--- src/rtl/data_mem_arbiter.sv ---
// rtl/data_mem_arbiter.sv - two-port req/gnt/rvalid arbiter and range-checked access sequencer for the data memory
// Build option: DATA_MEM_ARB_RR_EN selects round-robin tie-break; undefined gives fixed port-0 priority.
module data_mem_arbiter #(
    parameter int ADDR_W    = 64,
    parameter int DATA_W    = 64,
    parameter int MEM_BYTES = 64
) (
    input  logic              clk,
    input  logic              reset,

    input  logic              p0_req,
    input  logic              p0_we,
    input  logic [ADDR_W-1:0] p0_addr,
    input  logic [DATA_W-1:0] p0_wdata,
    output logic              p0_gnt,
    output logic              p0_rvalid,
    output logic [DATA_W-1:0] p0_rdata,
    output logic              p0_err,

    input  logic              p1_req,
    input  logic              p1_we,
    input  logic [ADDR_W-1:0] p1_addr,
    input  logic [DATA_W-1:0] p1_wdata,
    output logic              p1_gnt,
    output logic              p1_rvalid,
    output logic [DATA_W-1:0] p1_rdata,
    output logic              p1_err,

    output logic [ADDR_W-1:0] mem_addr,
    output logic [DATA_W-1:0] mem_wdata,
    output logic              mem_write,
    output logic              mem_read,
    input  logic [DATA_W-1:0] mem_rdata
);

    // Highest start address whose full access span still fits in the array.
    localparam logic [ADDR_W-1:0] ADDR_LIMIT = ADDR_W'(MEM_BYTES - DATA_W / 8);

    typedef enum logic [1:0] {
        IDLE   = 2'd0,
        ACCESS = 2'd1,
        RESP   = 2'd2
    } state_t;

    state_t              state;
    state_t              state_nxt;

    logic                lat_we;
    logic [ADDR_W-1:0]   lat_addr;
    logic [DATA_W-1:0]   lat_wdata;
    logic                lat_id;
    logic [DATA_W-1:0]   rsp_data;
    logic                rsp_err;

    logic                arb_any;
    logic                arb_id;
    logic                arb_we;
    logic [ADDR_W-1:0]   arb_addr;
    logic [DATA_W-1:0]   arb_wdata;
    logic                lat_load;
    logic                in_range;
    logic                in_access;
    logic                in_resp;

`ifdef DATA_MEM_ARB_RR_EN
    logic                last_id;
`endif

    // Arbitration: a lone requester wins; ties go to the configured policy.
    always_comb begin
        arb_any = p0_req | p1_req;
`ifdef DATA_MEM_ARB_RR_EN
        if (p0_req && p1_req) begin
            arb_id = ~last_id;
        end else begin
            arb_id = ~p0_req;
        end
`else
        arb_id = ~p0_req;
`endif
        arb_we    = arb_id ? p1_we    : p0_we;
        arb_addr  = arb_id ? p1_addr  : p0_addr;
        arb_wdata = arb_id ? p1_wdata : p0_wdata;
    end

    always_comb begin
        state_nxt = state;
        case (state)
            IDLE:    state_nxt = arb_any ? ACCESS : IDLE;
            ACCESS:  state_nxt = RESP;
            RESP:    state_nxt = arb_any ? ACCESS : IDLE;
            default: state_nxt = IDLE;
        endcase
    end

    assign lat_load  = (state != ACCESS) && arb_any;
    assign in_range  = (lat_addr <= ADDR_LIMIT);
    assign in_access = (state == ACCESS);
    assign in_resp   = (state == RESP);

    always_ff @(posedge clk) begin
        if (reset) begin
            state     <= IDLE;
            lat_we    <= 1'b0;
            lat_addr  <= '0;
            lat_wdata <= '0;
            lat_id    <= 1'b0;
            rsp_data  <= '0;
            rsp_err   <= 1'b0;
        end else begin
            state <= state_nxt;
            if (lat_load) begin
                lat_we    <= arb_we;
                lat_addr  <= arb_addr;
                lat_wdata <= arb_wdata;
                lat_id    <= arb_id;
            end
            // Stores and out-of-range accesses both return zero data.
            if (in_access) begin
                rsp_data <= (!lat_we && in_range) ? mem_rdata : '0;
                rsp_err  <= ~in_range;
            end
        end
    end

`ifdef DATA_MEM_ARB_RR_EN
    always_ff @(posedge clk) begin
        if (reset) begin
            last_id <= 1'b1;
        end else if (lat_load) begin
            last_id <= arb_id;
        end
    end
`endif

    // Reset gates the strobes directly so an ACCESS cut short by reset never commits.
    always_comb begin
        mem_addr  = in_access ? lat_addr  : '0;
        mem_wdata = in_access ? lat_wdata : '0;
        mem_write = in_access &  lat_we & in_range & ~reset;
        mem_read  = in_access & ~lat_we & in_range & ~reset;
    end

    always_comb begin
        p0_gnt    = in_access & ~lat_id;
        p1_gnt    = in_access &  lat_id;
        p0_rvalid = in_resp & ~lat_id;
        p1_rvalid = in_resp &  lat_id;
        p0_rdata  = p0_rvalid ? rsp_data : '0;
        p1_rdata  = p1_rvalid ? rsp_data : '0;
        p0_err    = p0_rvalid & rsp_err;
        p1_err    = p1_rvalid & rsp_err;
    end

endmodule

--- config.mk ---
export PLATFORM = sky130hd
export DESIGN_NAME = data_mem_arbiter
export DESIGN_NICKNAME = d
export VERILOG_FILES = /design/src/rtl/data_mem_arbiter.sv
export SDC_FILE = /design/constraint.sdc
export NUM_CORES = 1
export LEC_CHECK = 0
export ABC_AREA = 1
export CAP_MARGIN = 20
export CORE_AREA = 2 2 232 234
export DETAILED_ROUTE_END_ITERATION = 8
export DIE_AREA = 0 0 234 236
export GPL_TIMING_DRIVEN = 0
export HOLD_SLACK_MARGIN = 0.03
export SETUP_SLACK_MARGIN = 0.2
export SLEW_MARGIN = 0
export SYNTH_ARGS = -nofsm -noshare
export SYNTH_HDL_FRONTEND = slang
export SYNTH_SLANG_ARGS = --single-unit
--- constraint.sdc ---
create_clock -name clk -period 3.15 [get_ports clk]
set_input_delay 0.315 -clock clk [delete_from_list [all_inputs] [get_ports clk]]
set_output_delay 0.315 -clock clk [all_outputs]
set_load 0.05 [all_outputs]
* Word level (Yosys, flattened, before mapping)
Cells that the tools add are included.
** Storage, ports and cells
- Word-level logic and storage cells :: 44
- Register bits after elaboration :: 197
- Output and inout bits :: 264
** Cells by class
- $lt $le $gt $ge :: 1
- Equality and inequality tests :: 3
- Muxes and demuxes :: 10
- Bitwise operators :: 18
- Reduce and logical (&&, ||, !) cells :: 5
** Operators by type and width (number)
- two-way mux 64 bit :: 7
- less-or-equal comparator 64 x 6 -> 1 bit, second input constant :: 1
- bitwise AND 1 bit :: 12
- NOT 1 bit :: 5
- case mux 2 bit (2 select lines) :: 1
- == test 2 x 1 -> 1 bit, second input constant :: 1
- == test 2 bit, second input constant :: 1
- logical AND 1 bit :: 2
- zero test 2 bit :: 1
- two-way mux 1 bit :: 2
- inequality test 2 x 1 -> 1 bit, second input constant :: 1
- OR reduction 2 bit :: 1
- zero test 1 bit :: 1
- OR 1 bit :: 1

* Depth between registers and ports, before layout
- Word-level depth :: 4
- Mapped depth :: 10
- Mapped depth without buffers :: 9

* Worst setup path before layout
Ideal clock, no wire load.
- Path kind :: register to output
- Start point :: register lat_id
- End point :: output p1_rdata[0]
- Stages on the path, launching flop included :: 7
- Arrival time :: 2775 ps
- Setup slack :: 60 ps
- Path buffers :: 2
- Path through :: dfxtp_1 > inv_1 > nor3_1 > inv_1 > clkbuf_1 > buf_1 > nor2_1
** On the way
- Word-level cells in the longest chain between the ends :: 2
** Ends and longest elaborated chain
- from (decl) :: line 51 : logic lat_id;
- from (signal assigned) :: line 116 : lat_id <= arb_id;
- bitwise AND 1 bit :: line 148 : p1_rvalid = in_resp & lat_id;
- via p1_rvalid :: line 25 : output logic p1_rvalid,
- two-way mux 64 bit :: line 150 : p1_rdata = p1_rvalid ? rsp_data : '0;
- to (decl) :: line 26 : output logic [DATA_W-1:0] p1_rdata,
The timed path passes the listed nets, and every way through them passes these cells.

* Worst setup path in the final report
- Start point :: register lat_id
- End point :: output p0_rdata[46]
** On the way
- Word-level cells in the longest chain between the ends :: 3
** Ends and longest elaborated chain
- NOT 1 bit :: line 147 : p0_rvalid = in_resp & ~lat_id;
- bitwise AND 1 bit :: line 147
- two-way mux 64 bit :: line 149 : p0_rdata = p0_rvalid ? rsp_data : '0;
- to (decl) :: line 17 : output logic [DATA_W-1:0] p0_rdata,
No other way between the ends.

==> summary.md <==
| Metric | Value |
|---|---|
| CTS root buf | clkbuf_16 |
| Drt total wl | 52,100 µm |
| Die H | 236 µm |
| Met1 global-route usage | 20.4% |
| Postcts setup bufs | 0 |
| Die W | 234 µm |
| Main synth FF type | dfxtp_1 |
| Buf/Inv on CP | 4 |
| Slew @ Worst Pin | ~1000 ps |
| CTS buffer count | 17 |
| Residual DRC | 0 |
| Yosys warning count | 0 |
| Yosys top cell area share | a little under two fifths |
| RSZ-0062 raised after global routing | yes |
| Synth area leaders | dfxtp_1 (38%), nand2_1 (14%), nor2_1 (13%) |
| Cells after Synth | 1,692 |
| Slowest CP cell | clkdlybuf4s15_2 |
| Comb pwr share | a little under a quarter |
| Reg clk slew, reported paths | ~80 ps |
| Clk Latency, worst-skew pair | 490 ps |
| Avg Cell Area, Syn | approximately 6 µm² |
| Die area | 0.0552 mm² |
| Synth Cell Area | 0.0103 mm² |
| Area leader, netlist | dfxtp_1 |
| IO Count | approximately 600 |
| Setup WS pre-CTS | -521 ps |
| Mapped Nets | approximately 2,000 |
| Vias in the first global route | approximately 13,000 |
| Crit path cell chain | nor3_4 > inv_1 > clkbuf_2 > buf_1 > nor2_1 > clkdlybuf4s15_2 |
| GPL Wtd Cong | 0.863 |
| Grt ovf | 0 |
| Vias/cell | 4.34 |
| Post-synth EDFFs | 0 |
| Fin worst setup slack | 355 ps |
| Largest net degree at the start of global routing | 20 |
| Wire per inst | 17.3 µm |
| Port-buffer cells | 587 |
| Async S/R FF share, synth | 0% |
| Clk_skew | 11.2 ps |
| Detailed Routing Iterations Pass 1 | 8 |
| CP Capture Type | output pin |
| Initial antenna violation count | 7 |
| Crit path launch type | flip-flop |
| Static Leak | around 7.4 nW |
| Detail Route Antenna Nets | 0 |
| Setup CP Type | reg -> out |
| Share of layout cells above drive strength 1 | 12.5% |
| Switching power share of the total | 32.5% |
| VDD IR-drop max | 0.334 mV |
| Hold Crit Class | in -> reg |
| Clk sink count | between 150 and 200 |
| Final worst path period share | approximately nine tenths |
| Worst Path Required | 2830 ps |
| First-pass GRT wire length | ~76,000 µm |
| Fin nets | 2,623 |
| Seq/Total Area, Yosys | 38.3% |
| Leading cell types by count after synthesis | nand2_1 (392), nor2_1 (364), inv_1 (265) |
| Slew margin rel. | 31.6% |
| Largest stage delay, worst path | 400 ps |
| M2 GR Usage | 33.3% |
| H-tree levels | 4 |
| Initial DRC count | 561 |
| CP Max Fanout | 10 |
| Top Family by Delay on Critical Path | buffers and inverters |
| Initial Util | between 10% and 20% |
| Seq cells post-synth | 197 |
| HPWL Detailed | 42,000 µm |
| Status | complete, no violations |
| Layout area overhead | 64.3% |
| Maxcap violations | 0 |
| Minimum clock period | ~2800 ps |
| CORE AREA | 0.0531 mm² |
| Final-report max-slew violation count | 0 |
| Met3 Use GR | between 5 and 6% |
| Clock share of power | 35.9% |
| P_int | 4.63 mW |
| DP Cell Count | 2,975 |
| Crit path DAT | around 2500 ps |
| Netlist cell types | 21 |
| Setup Viol. Count Final | 0 |
| Switching pwr | about 2.2 mW |
| Fin cells | 3,008 |
| GR peak layer | met2 |
| Routed vias | ~13,000 |
| CTS tree | yes |
| Achievable Freq | 358 MHz |
| Top-count cell post-synth | nand2_1 |
| # rows | 85 |
| Pwr Density | slightly above 400 mW/mm² |
| Final-report hold violation count | 0 |
| Sequential share of power | 40.4% |
| Total track usage | a little under a fifth |
| Bufs on Longest Clock Path | 2 |
## logic make-up (layout without fill, tap and decap cells)
family | after synthesis | in the layout | synth area share, %
buf+inv | 393 | 1011 | 15.0
other cells | 0 | 2 | 0
flops | 197 | 197 | 38.3
simple gates | 777 | 777 | 29.0
compound gates | 325 | 325 | 17.7
## metrics by stage
step / util (%) / power, mW / TNS (ps) / area, µm² / hold WS (ps)
2_1_floorplan: - / 3.65 / 0 / 10300 / 444
4_1_cts: 33.0 / 6.98 / 0 / 17500 / 214
5_1_grt: 31.9 / 7.19 / 0 / 16900 / 297
3_5_place_dp: 32.1 / 4.52 / -28200 / 17100 / 458
3_3_place_gp: 32.1 / 4.51 / -28300 / 17100 / 454
6_report: 31.9 / 6.86 / 0 / 16900 / 263
## state kept, by name (all words and copies together), names as in the netlist
signal	flops
lat_addr	64
lat_wdata	64
rsp_data	64
state	2
lat_id	1
lat_we	1
rsp_err	1
## layer usage
metal / share of wire [%] / up-vias / wire length, µm
met2: 50 / 561 / 25900
met5: 0.077 / - / 40
met3: 9.0 / 59 / 4670
met1: 39 / 6023 / 20500
li1: - / 6405 / -
met4: 2.0 / 6 / 1020
## final timing paths
| kind | startpoint | cells past startpoint | slack [ps] | endpoint |
|---|---|---|---|---|
| min | p0_req | 3 | 260 | state[0]$_SDFF_PP0_ |
| min reg2reg | rsp_data[12]$_SDFFE_PP0N_ | 2 | 470 | rsp_data[12]$_SDFFE_PP0N_ |
| max | lat_id$_SDFFE_PP0P_ | 6 | 350 | p0_rdata[46] |
| max reg2reg | state[1]$_SDFF_PP0_ | 7 | 760 | lat_wdata[16]$_SDFFE_PP0P_ |
## worst register-to-register path, stage by stage (launching register included)
cell,delay (ps)
dfxtp_1,310
inv_1,80
nand2_1,110
inv_1,60
nor2_2,520
clkbuf_1,560
clkbuf_1,450
a31oi_1,170
## cells in the final DEF, fill, tap and decap left out, drive strengths merged
master,Yosys,routed
nand2,402,402
clkbuf,87,271
a31oi,129,129
diode,0,2
nor3,3,3
inv,265,271
nor4,1,1
dfxtp,197,197
nand3,2,2
a211oi,1,1
a21oi,65,65
bufinv,0,3
clkdlybuf4s50,0,326
clkdlybuf4s15,0,35
nor2,366,366
nand4,3,3
o21ai,130,130
clkinv,0,3
clkinvlp,0,1
dlymetal6s2s,0,22
buf,41,46
dlygate4sd2,0,33
## power groups by stage
stage | combinational, mW | sequential [mW] | clock, mW
3_3_place_gp | 1.69 | 2.82 | 0
2_1_floorplan | 0.863 | 2.79 | 0
5_1_grt | 1.78 | 2.79 | 2.62
4_1_cts | 1.66 | 2.77 | 2.55
3_5_place_dp | 1.69 | 2.82 | 0
6_report | 1.62 | 2.77 | 2.46
## timing repair
| action | 4_1_cts | 5_1_grt |
|---|---|---|
| pin swaps | 0 | 0 |
| hold buffers | 0 | 0 |
| gates resized for setup | 339 | 362 |
| setup endpoints to repair | 252 | 217 |
## final cells by class
cell class	instances	area, µm²
Fill cell	5847	36100
Timing Repair Buffer	587	5060
Multi-Input combinational cell	1102	4830
Sequential cell	197	3940
Inverter	265	995
Tap cell	696	871
Buffer	127	579
Clock buffer	19	453
Clock inverter	13	188
Antenna cell	2	5.00
Power figures use the tool's default switching activity.
